===== src/rtl/mips_mem_arbiter.sv =====
// mips_mem_arbiter: shares one single-port byte-addressed memory between the
// CPU fetch port (read-only) and the data port (read/write with byte enables).
// One transaction at a time. Data wins ties unless fetch has been passed over
// STARVE_LIMIT times in a row.
//
// Ports:
//   clk, reset_n             clock, async active-low reset
//   i_req/i_addr             fetch request and byte address
//   i_gnt/i_rvalid/i_rdata   fetch grant pulse, read-valid pulse, fetched word
//   d_req/d_we/d_addr/d_be/d_wdata  data request fields
//   d_gnt/d_rvalid/d_rdata   data grant pulse, read-valid pulse, read word
//   mem_*                    memory command bus (registered); mem_data_out is
//                            the registered memory read data
//   busy                     high whenever the arbiter is not in IDLE
module mips_mem_arbiter #(
  parameter int unsigned STARVE_LIMIT = 4
) (
  input  logic        clk,
  input  logic        reset_n,
  input  logic        i_req,
  input  logic [31:0] i_addr,
  output logic        i_gnt,
  output logic        i_rvalid,
  output logic [31:0] i_rdata,
  input  logic        d_req,
  input  logic        d_we,
  input  logic [31:0] d_addr,
  input  logic [3:0]  d_be,
  input  logic [31:0] d_wdata,
  output logic        d_gnt,
  output logic        d_rvalid,
  output logic [31:0] d_rdata,
  output logic [31:0] mem_address,
  output logic        mem_wr_en,
  output logic        mem_read_en,
  output logic [3:0]  mem_byte_en,
  output logic [31:0] mem_data_in,
  input  logic [31:0] mem_data_out,
  output logic        busy
);

  localparam int unsigned STREAK_W = 4;

  typedef enum logic [1:0] {
    IDLE = 2'd0,
    CMD  = 2'd1,
    RESP = 2'd2
  } state_t;

  state_t                state_q, state_nxt;
  logic                  owner_d_q, owner_d_nxt;   // 1 = data port owns the bus
  logic                  is_wr_q, is_wr_nxt;
  logic [STREAK_W-1:0]   streak_q, streak_nxt;
  logic [31:0]           i_rdata_q, i_rdata_nxt;
  logic [31:0]           d_rdata_q, d_rdata_nxt;

  logic [31:0]           mem_address_nxt, mem_data_in_nxt;
  logic                  mem_wr_en_nxt, mem_read_en_nxt;
  logic [3:0]            mem_byte_en_nxt;
  logic                  i_gnt_nxt, d_gnt_nxt, i_rvalid_nxt, d_rvalid_nxt;
  logic                  busy_nxt;

  logic                  starved;
  logic                  fetch_wins;

  assign starved    = (streak_q == STREAK_W'(STARVE_LIMIT));
  assign fetch_wins = i_req && (!d_req || starved);

  // State and all registered outputs
  always_ff @(posedge clk or negedge reset_n) begin
    if (!reset_n) begin
      state_q     <= IDLE;
      owner_d_q   <= 1'b0;
      is_wr_q     <= 1'b0;
      streak_q    <= '0;
      i_rdata_q   <= '0;
      d_rdata_q   <= '0;
      mem_address <= '0;
      mem_wr_en   <= 1'b0;
      mem_read_en <= 1'b0;
      mem_byte_en <= '0;
      mem_data_in <= '0;
      i_gnt       <= 1'b0;
      d_gnt       <= 1'b0;
      i_rvalid    <= 1'b0;
      d_rvalid    <= 1'b0;
      busy        <= 1'b0;
    end else begin
      state_q     <= state_nxt;
      owner_d_q   <= owner_d_nxt;
      is_wr_q     <= is_wr_nxt;
      streak_q    <= streak_nxt;
      i_rdata_q   <= i_rdata_nxt;
      d_rdata_q   <= d_rdata_nxt;
      mem_address <= mem_address_nxt;
      mem_wr_en   <= mem_wr_en_nxt;
      mem_read_en <= mem_read_en_nxt;
      mem_byte_en <= mem_byte_en_nxt;
      mem_data_in <= mem_data_in_nxt;
      i_gnt       <= i_gnt_nxt;
      d_gnt       <= d_gnt_nxt;
      i_rvalid    <= i_rvalid_nxt;
      d_rvalid    <= d_rvalid_nxt;
      busy        <= busy_nxt;
    end
  end

  // Next-state logic
  always_comb begin
    state_nxt = state_q;
    unique case (state_q)
      IDLE:    if (i_req || d_req) state_nxt = CMD;
      CMD:     state_nxt = is_wr_q ? IDLE : RESP;
      RESP:    state_nxt = IDLE;
      default: state_nxt = IDLE;
    endcase
  end

  // Output / datapath next values
  always_comb begin
    owner_d_nxt     = owner_d_q;
    is_wr_nxt       = is_wr_q;
    streak_nxt      = streak_q;
    i_rdata_nxt     = i_rdata_q;
    d_rdata_nxt     = d_rdata_q;
    mem_address_nxt = mem_address;
    mem_data_in_nxt = mem_data_in;
    mem_byte_en_nxt = mem_byte_en;
    mem_wr_en_nxt   = 1'b0;
    mem_read_en_nxt = 1'b0;
    i_gnt_nxt       = 1'b0;
    d_gnt_nxt       = 1'b0;
    i_rvalid_nxt    = 1'b0;
    d_rvalid_nxt    = 1'b0;
    busy_nxt        = (state_nxt != IDLE);

    unique case (state_q)
      IDLE: begin
        if (!i_req) streak_nxt = '0;
        if (fetch_wins) begin
          owner_d_nxt     = 1'b0;
          is_wr_nxt       = 1'b0;
          streak_nxt      = '0;
          mem_address_nxt = i_addr;
          mem_read_en_nxt = 1'b1;
          mem_byte_en_nxt = 4'b1111;
          mem_data_in_nxt = '0;
          i_gnt_nxt       = 1'b1;
        end else if (d_req) begin
          owner_d_nxt     = 1'b1;
          is_wr_nxt       = d_we;
          mem_address_nxt = d_addr;
          mem_wr_en_nxt   = d_we;
          mem_read_en_nxt = !d_we;
          mem_byte_en_nxt = d_be;
          mem_data_in_nxt = d_we ? d_wdata : 32'h0;
          d_gnt_nxt       = 1'b1;
          // Count data wins only while fetch is actually waiting
          if (i_req && !starved) streak_nxt = streak_q + STREAK_W'(1);
        end
      end
      CMD: begin
        if (!is_wr_q) begin
          i_rvalid_nxt = !owner_d_q;
          d_rvalid_nxt = owner_d_q;
        end
      end
      RESP: begin
        // Latch the word so each port's rdata holds once RESP is over
        if (owner_d_q) d_rdata_nxt = mem_data_out;
        else           i_rdata_nxt = mem_data_out;
      end
      default: ;
    endcase
  end

  // Owner sees memory data directly during RESP; otherwise last captured word
  assign i_rdata = (state_q == RESP && !owner_d_q) ? mem_data_out : i_rdata_q;
  assign d_rdata = (state_q == RESP &&  owner_d_q) ? mem_data_out : d_rdata_q;

endmodule


===== config.mk =====
export PLATFORM = sky130hd
export DESIGN_NAME = mips_mem_arbiter
export DESIGN_NICKNAME = d
export VERILOG_FILES = /design/src/rtl/mips_mem_arbiter.sv
export SDC_FILE = /design/constraint.sdc
export NUM_CORES = 1
export LEC_CHECK = 0
export BUFFER_PORTS_ARGS = -buffer_cell sky130_fd_sc_hd__clkbuf_2
export CORE_UTILIZATION = 42
export CTS_CLUSTER_SIZE = 8
export DETAILED_ROUTE_END_ITERATION = 8
export GPL_ROUTABILITY_DRIVEN = 1
export PLACE_DENSITY_LB_ADDON = 0.15
export SLEW_MARGIN = 20
export SYNTH_ARGS = -nofsm -noshare
export SYNTH_HDL_FRONTEND = slang
export SYNTH_SLANG_ARGS = --single-unit

===== constraint.sdc =====
create_clock -name clk -period 1.5 [get_ports clk]
set_input_delay 0.075 -clock clk [delete_from_list [all_inputs] [get_ports clk]]
set_output_delay 0.075 -clock clk [all_outputs]
set_load 0.005 [all_outputs]

==> results of run 1 <==
## power by group
part	leakage [uW]	total, uW	internal, uW	switching, uW
Sequential	0.00182	6660	5790	875
Combinational	0.00322	11400	6200	5230
Clock	0.000314	4720	2990	1720
Total	0.00535	22800	15000	7830
## flip-flops by register name (all words and copies together) (netlist names)
name / flops
d_rdata_q: 32
d_rvalid: 1
mem_data_in: 32
is_wr_q: 1
state_q: 2
d_gnt: 1
busy: 1
i_rvalid: 1
mem_wr_en: 1
mem_byte_en: 4
i_rdata_q: 32
mem_address: 32
owner_d_q: 1
i_gnt: 1
mem_read_en: 1
streak_q: 4
## area by class of cell
type / instances / area, sq um
multi-input combinational: 233 / 2580
clock inverter: 13 / 203
sequential: 147 / 3680
antenna: 1 / 2.50
fill: 718 / 2730
clock buffer: 19 / 443
inverter: 39 / 159
timing repair buffer: 475 / 3800
tap: 180 / 225
## Yosys cell counts (all sizes together)
cell type and count:
nand4b 1, a31oi 1, o22a 4, nor4 1
and3 1, inv 39, nor2 4, o21ai 3
nand2b 1, dfrtp 147, ha 2, and2 1
nand4 33, a21oi 1, a21bo 1, buf 23
mux2 65, nand3 36, o221ai 32, or2 2
clkbuf 17, nand3b 2, nor3b 1, a22o 33
a21o 2, and4 1, nand2 5
## worst max-delay path by stage
stage	start	cells past startpoint	endpoint
finish	owner_d_q	5	i_rdata[31]
global route	state_q[0]	5	i_rdata[26]
detailed placement	state_q[0]	5	mem_address[23]
floorplan	streak_q[1]	7	mem_data_in[0]
global placement	state_q[0]	4	i_rdata[16]
CTS	owner_d_q	5	d_rdata[19]
## cell families after synthesis
family	count (synthesis)
fa+ha+maj	2
buf+inv	79
flops	147
simple gates	89
mux	65
compound gates	77
## critical path: stages, from the launching register on
cell and delay (ns):
sky130_fd_sc_hd__dfrtp_1 0.41, sky130_fd_sc_hd__nor3b_4 0.24, sky130_fd_sc_hd__buf_6 0.16, sky130_fd_sc_hd__buf_12 0.14, sky130_fd_sc_hd__mux2_2 0.36, sky130_fd_sc_hd__clkbuf_2 0.12
## layer usage
metal,vias to the layer above,track usage (%)
met5,-,0
met4,0,16.3
met3,129,7.66
li1,2618,-
met2,440,47.1
met1,2979,32.4
## per-stage QoR
| step | util (%) | TNS [ns] | instances | instance area (sq um) |
|---|---|---|---|---|
| 4_1_cts | 74.5 | -30.13 | 1088 | 10300 |
| 2_1_floorplan | - | -0.101 | 459 | 5980 |
| 6_report | 80.3 | -34.46 | 1107 | 11100 |
| 5_1_grt | 80.3 | -43.58 | 1107 | 11100 |
| 3_3_place_gp | 56.0 | 0 | 905 | 7740 |
| 3_5_place_dp | 56.0 | -0.218 | 905 | 7740 |
## repair_timing
action,CTS,global route
buffers inserted,7,9
gates resized for setup,56,91
hold endpoints to repair,280,0
pin swaps,4,57
cloned,10,13
setup endpoints to repair,78,136
hold buffers,134,0
==> out/summary.json, run 1 <==
{
  "wl_met3": {"value": 2040, "unit": "um"},
  "wl_met1": {"value": 8570, "unit": "um"},
  "highest_layer": {"value": "met4"},
  "detail_route.first_pass.iterations": {"value": 5},
  "wirelength": {"value": 23900, "unit": "um"},
  "synth_top_family_by_area": {"value": "multiplexers"},
  "fraction_of_the_mapped_netlist_area_in_adder_cells": {"value": 0.421, "unit": "%"},
  "final_nets": {"value": 1052},
  "core_area": {"value": 0.0138, "unit": "sq mm"},
  "fp.dieH": {"value": 121, "unit": "um"},
  "worst_voltage_drop_across_the_vdd_grid": {"value": 0.00124, "unit": "V"},
  "antenna_violations_before_repair": {"value": 1},
  "final_layout_size_suffix_gt1_share": {"value": 54.6, "unit": "%"},
  "biggest_fanout_along_the_worst_timing_path": {"value": 10},
  "power_per_cell_area": {"value": 2060, "unit": "mW/mm^2"},
  "cts.htree.levels": {"value": 4},
  "fin_worst_skew": {"value": 0.0135, "unit": "ns"},
  "synth_simple_gate_area_share": {"value": 8.81, "unit": "%"},
  "clock-sinks": {"value": 147},
  "pre_cts_slack": {"value": -0.0377, "unit": "ns"},
  "grt_max_degree": {"value": 43},
  "clkLatencyLatePin": {"value": 0.43, "unit": "ns"},
  "r2r-start": {"value": "state_q[0]"},
  "count_of_port_buffers_added_during_placement": {"value": 275},
  "synth_seq_area_share": {"value": 61.8, "unit": "%"},
  "yosys_warnings": {"value": 0},
  "achievable-frequency": {"value": 517, "unit": "MHz"},
  "rows": {"value": 43},
  "place_hpwl": {"value": 11200, "unit": "um"},
  "vias_in_the_first_global_route": {"value": 6047},
  "worst_setup_path_end_kind": {"value": "output pin"},
  "tritoncts_clock_tree": {"value": "yes"},
  "vias_per_cell": {"value": 5.57},
  "cap_violations": {"value": 0},
  "synth.area.mux_share": {"value": 12.3, "unit": "%"},
  "synth_seq_cells": {"value": 147},
  "tightestPinTransition": {"value": 0.415, "unit": "ns"},
  "finalPower": {"value": 22800, "unit": "uW"},
  "wl_per_cell": {"value": 21.6, "unit": "um"},
  "clk_root_buffer_cell": {"value": "sky130_fd_sc_hd__clkbuf_16"},
  "final.period_utilization": {"value": 129, "unit": "%"},
  "slew_limit_fails": {"value": 0},
  "num_vias": {"value": 6166},
  "ios": {"value": 276},
  "synth_area_per_cell": {"value": 13.0, "unit": "sq um"},
  "cp.required": {"value": 1.42, "unit": "ns"},
  "power_leakage": {"value": 0.00535, "unit": "uW"},
  "startpoint_type": {"value": "register"},
  "worstReg2RegEnd": {"value": "mem_address[20]"},
  "cts.reportedPaths.clkPinSlew": {"value": 0.06, "unit": "ns"},
  "first_iter_violations": {"value": 426},
  "grt_setup_unrepaired": {"value": "true"},
  "crit_type": {"value": "reg -> out"},
  "ys_types": {"value": 35},
  "hold_slack": {"value": 0.134, "unit": "ns"},
  "final.min_clock_period": {"value": 1.93, "unit": "ns"},
  "total_count_of_hold_check_failures_in_the_final_report": {"value": 0},
  "syn-instance-count": {"value": 459},
  "layout_commonest_cell": {"value": "sky130_fd_sc_hd__clkbuf_2"},
  "global_route.overflow_total": {"value": 0},
  "synth_area_leaders": {"value": "sky130_fd_sc_hd__dfrtp_1 62%, sky130_fd_sc_hd__mux2_2 12%, sky130_fd_sc_hd__a22o_1 4.9%"},
  "violations": {"value": "setup timing"},
  "total_standard_cell_area_after_synthesis": {"value": 0.00595, "unit": "sq mm"},
  "maxSlewHeadroom": {"value": 72.3, "unit": "%"},
  "tritoncts.num_buffers": {"value": 17},
  "run_status": {"value": "finished, violations left"},
  "critPathArrivalTime": {"value": 1.86, "unit": "ns"},
  "grt_use_total": {"value": 28.2, "unit": "%"},
  "syn_to_final_growth": {"value": 86.6, "unit": "%"},
  "wl_met2": {"value": 12000, "unit": "um"},
  "r2r_slack": {"value": -0.25, "unit": "ns"},
  "hold_path_class": {"value": "in -> async"},
  "drt.antenna.violating_nets": {"value": 0},
  "synth-compound-area-share": {"value": 11.0, "unit": "%"},
  "first_pass_grt_wire_length": {"value": 31200, "unit": "um"},
  "die_area": {"value": 0.0146, "unit": "sq mm"},
  "worst_r2r_path_depth": {"value": 8},
  "post-route-worst-setup-slack": {"value": -0.434, "unit": "ns"},
  "layout_common_cells": {"value": "274 x sky130_fd_sc_hd__clkbuf_2, 147 x sky130_fd_sc_hd__dfrtp_1, 134 x sky130_fd_sc_hd__dlygate4sd3_1, 37 x sky130_fd_sc_hd__mux2_2, 36 x sky130_fd_sc_hd__inv_1"},
  "syn_nets": {"value": 598},
  "post-synth-top-area-fraction": {"value": 61.8, "unit": "%"},
  "starting_utilization_of_the_core_area": {"value": 43.0, "unit": "%"},
  "drc_errors": {"value": 0},
  "synth-xor-area-share": {"value": 0, "unit": "%"},
  "chipWidth": {"value": 121, "unit": "um"},
  "clk_path_buf_depth": {"value": 2},
  "gp_routability_congestion": {"value": 0.791},
  "endpoints_failing_setup": {"value": 134},
  "synth_area_leader_cell": {"value": "sky130_fd_sc_hd__dfrtp_1"}
}
Power figures use the tool's default switching activity.
==> run 2: changes to the inputs <==
Settings changed: CORE_UTILIZATION 42 to 47.
Clock period 1.5 ns to 2.2 ns, I/O delays scaled along.
==> run 2 against run 1 <==
Compared with the run above: sequential share of layout area rose by 5.8 points; via count down 9.3%; the flow now finishes without violations; combinational power is 58% lower; first-iteration DRC count fell by 30%; critical path type unchanged; sequential power fell by 32%; worst hold slack improved by 0.046 ns.
==> out/summary.json, run 2 (same netlist as run 1, synthesis figures left out) <==
{
  "critical-path-max-stage-delay": {"value": 0.50, "unit": "ns", "change": "+0.09 ns"},
  "place_hpwl": {"value": 10600, "unit": "um", "change": "-5.3%"},
  "critical-path-slowest-cell": {"value": "sky130_fd_sc_hd__dfrtp_1"},
  "ios": {"value": 276, "change": "unchanged"},
  "syn_to_final_growth": {"value": 58.6, "unit": "%"},
  "final_nets": {"value": 999, "change": "-5.0%"},
  "cts.htree.levels": {"value": 4, "change": "unchanged"},
  "cts.reportedPaths.clkPinSlew": {"value": 0.05, "unit": "ns", "change": "about the same"},
  "path_cells": {"value": "nand3b_1, buf_4, mux2_2, clkbuf_2"},
  "final_layout_size_suffix_gt1_share": {"value": 44.4, "unit": "%", "change": "-10 points"},
  "run_status": {"value": "completed"},
  "post-route-worst-setup-slack": {"value": 0.169, "unit": "ns", "change": "+0.602 ns"},
  "rows": {"value": 40, "change": "-7.0%"},
  "family_of_cells_with_the_greatest_summed_delay_on_the_critical_path": {"value": "flip-flops"},
  "tightestPinTransition": {"value": 0.664, "unit": "ns", "change": "+0.249 ns"},
  "cts_repair_resize_count": {"value": 0, "change": "-100%"},
  "total_count_of_hold_check_failures_in_the_final_report": {"value": 0, "change": "unchanged"},
  "clk_root_buffer_cell": {"value": "sky130_fd_sc_hd__clkbuf_16"},
  "final.period_utilization": {"value": 92.3, "unit": "%"},
  "cap_violations": {"value": 0, "change": "unchanged"},
  "core_area": {"value": 0.0122, "unit": "sq mm", "change": "-12%"},
  "startpoint_type": {"value": "register"},
  "biggest_fanout_along_the_worst_timing_path": {"value": 18, "change": "+8"},
  "clk_path_buf_depth": {"value": 2, "change": "unchanged"},
  "clock-sinks": {"value": 147, "change": "unchanged"},
  "power_per_cell_area": {"value": 1300, "unit": "mW/mm^2", "change": "-37%"},
  "grt_setup_unrepaired": {"value": "false"},
  "worst_setup_path_startpoint": {"value": "state_q[0]"},
  "fp.dieH": {"value": 114, "unit": "um", "change": "-5.4%"},
  "wirelength": {"value": 18500, "unit": "um", "change": "-23%"},
  "slew_limit_fails": {"value": 0, "change": "unchanged"},
  "gp_routability_congestion": {"value": 0.792, "change": "about the same"},
  "endpoints_failing_setup": {"value": 0, "change": "-100%"},
  "grt_max_degree": {"value": 68, "change": "+58%"},
  "layout_commonest_cell": {"value": "sky130_fd_sc_hd__clkbuf_2"},
  "power_leakage": {"value": 0.00469, "unit": "uW", "change": "-12%"},
  "achievable-frequency": {"value": 492, "unit": "MHz"},
  "wl_per_cell": {"value": 17.8, "unit": "um", "change": "-18%"},
  "first_iter_violations": {"value": 298, "change": "-30%"},
  "fin_worst_skew": {"value": 0.00673, "unit": "ns", "change": "-0.00680 ns"},
  "global_route.overflow_total": {"value": 0, "change": "unchanged"},
  "drc_errors": {"value": 0, "change": "unchanged"},
  "layout_common_cells": {"value": "274 x sky130_fd_sc_hd__clkbuf_2, 147 x sky130_fd_sc_hd__dfrtp_1, 135 x sky130_fd_sc_hd__dlygate4sd3_1, 63 x sky130_fd_sc_hd__mux2_2, 38 x sky130_fd_sc_hd__inv_1"},
  "count_of_port_buffers_added_during_placement": {"value": 275, "change": "unchanged"},
  "chipWidth": {"value": 114, "unit": "um", "change": "-5.4%"},
  "num_vias": {"value": 5590, "change": "-9.3%"},
  "maxSlewHeadroom": {"value": 55.7, "unit": "%", "change": "-17 points"},
  "starting_utilization_of_the_core_area": {"value": 48.9, "unit": "%", "change": "+5.9 points"},
  "hold_path_class": {"value": "in -> async"},
  "drt.antenna.violating_nets": {"value": 0, "change": "unchanged"},
  "timing.critical_path.buf_inv": {"value": 2, "change": "-1"},
  "grt_use_total": {"value": 29.2, "unit": "%", "change": "+1.0 points"},
  "die_area": {"value": 0.0131, "unit": "sq mm", "change": "-10%"},
  "timing.setup.tns": {"value": 0, "unit": "ns", "change": "+34.46 ns"},
  "worst_setup_path_end_kind": {"value": "output pin"},
  "clkLatencyLatePin": {"value": 0.41, "unit": "ns", "change": "-0.02 ns"},
  "vias_per_cell": {"value": 5.37, "change": "-3.6%"},
  "tritoncts.num_buffers": {"value": 17, "change": "unchanged"},
  "crit_type": {"value": "reg -> out"},
  "detail_route.first_pass.iterations": {"value": 5, "change": "unchanged"},
  "r2r-start": {"value": "state_q[0]"},
  "final.min_clock_period": {"value": 2.03, "unit": "ns"},
  "first_pass_grt_wire_length": {"value": 29000, "unit": "um", "change": "-7.0%"},
  "pre_cts_slack": {"value": 0.0759, "unit": "ns", "change": "+0.114 ns"},
  "critPathArrivalTime": {"value": 1.92, "unit": "ns", "change": "+0.06 ns"},
  "tritoncts_clock_tree": {"value": "yes"},
  "worst_voltage_drop_across_the_vdd_grid": {"value": 0.000654, "unit": "V", "change": "-47%"},
  "cp.required": {"value": 2.09, "unit": "ns", "change": "+0.67 ns"},
  "vias_in_the_first_global_route": {"value": 5929, "change": "-2.0%"},
  "antenna_violations_before_repair": {"value": 0, "change": "-1"}
}
==> run 2: cell count changes in the layout (fill, tap and decap cells not counted), sizes merged <==
cell and change:
buf -44, clkinv -1, bufinv -2, clkbuf -7
inv -1, dlygate4sd3 +1
==> run 2: path summary, 6_finish.rpt <==
path,end,slack [ns],cells after the start
max in group asynchronous,i_rdata_q[7],1.31,3
max reg2reg,mem_byte_en[1],0.31,4
max,d_rdata[9],0.17,4
min,d_rdata_q[10],0.18,2
min in group clk,streak_q[2],0.21,4
min reg2reg,i_rdata_q[4],0.49,1
==> run 2: area by class of cell <==
class,instances,area (sq um)
antenna,1,2.50
clock buffer,22,474
clock inverter,9,129
fill,758,2730
inverter,39,146
multi-input combinational,233,1940
sequential,147,3680
tap,168,210
timing repair buffer,422,2850
==> run 2: through the flow <==
step                      utilization, %  hold slack, ns  cells  instance area (sq um)  power [uW]
final                               77.6           0.180   1041                   9430       12200
after global routing                77.6           0.197   1040                   9430       13000
after CTS                           77.5         0.00552   1039                   9420       12200
after detailed placement            61.5          0.0391    874                   7480        9030
after global placement              61.5          0.0364    874                   7480        8860
after floorplan                        -          -0.186    459                   5950        6970
==> run 2: timing repair <==
action                    in CTS  in global routing
buffers inserted               0                  0
hold buffers                 134                  1
hold endpoints to repair     220                  1
==> run 2: power breakdown <==
| group | leakage (uW) | switching, uW | total [uW] | internal, uW |
|---|---|---|---|---|
| clock | 0.000292 | 1040 | 2900 | 1860 |
| combinational | 0.00258 | 2410 | 4780 | 2370 |
| sequential | 0.00182 | 588 | 4540 | 3950 |
| total | 0.00469 | 4040 | 12200 | 8180 |
==> run 2: metal layers <==
layer,global-route usage (%),part of all wire [%]
met1,31.0,36
met2,49.4,50
met3,10.5,8.4
met4,18.4,5.1
met5,0,0
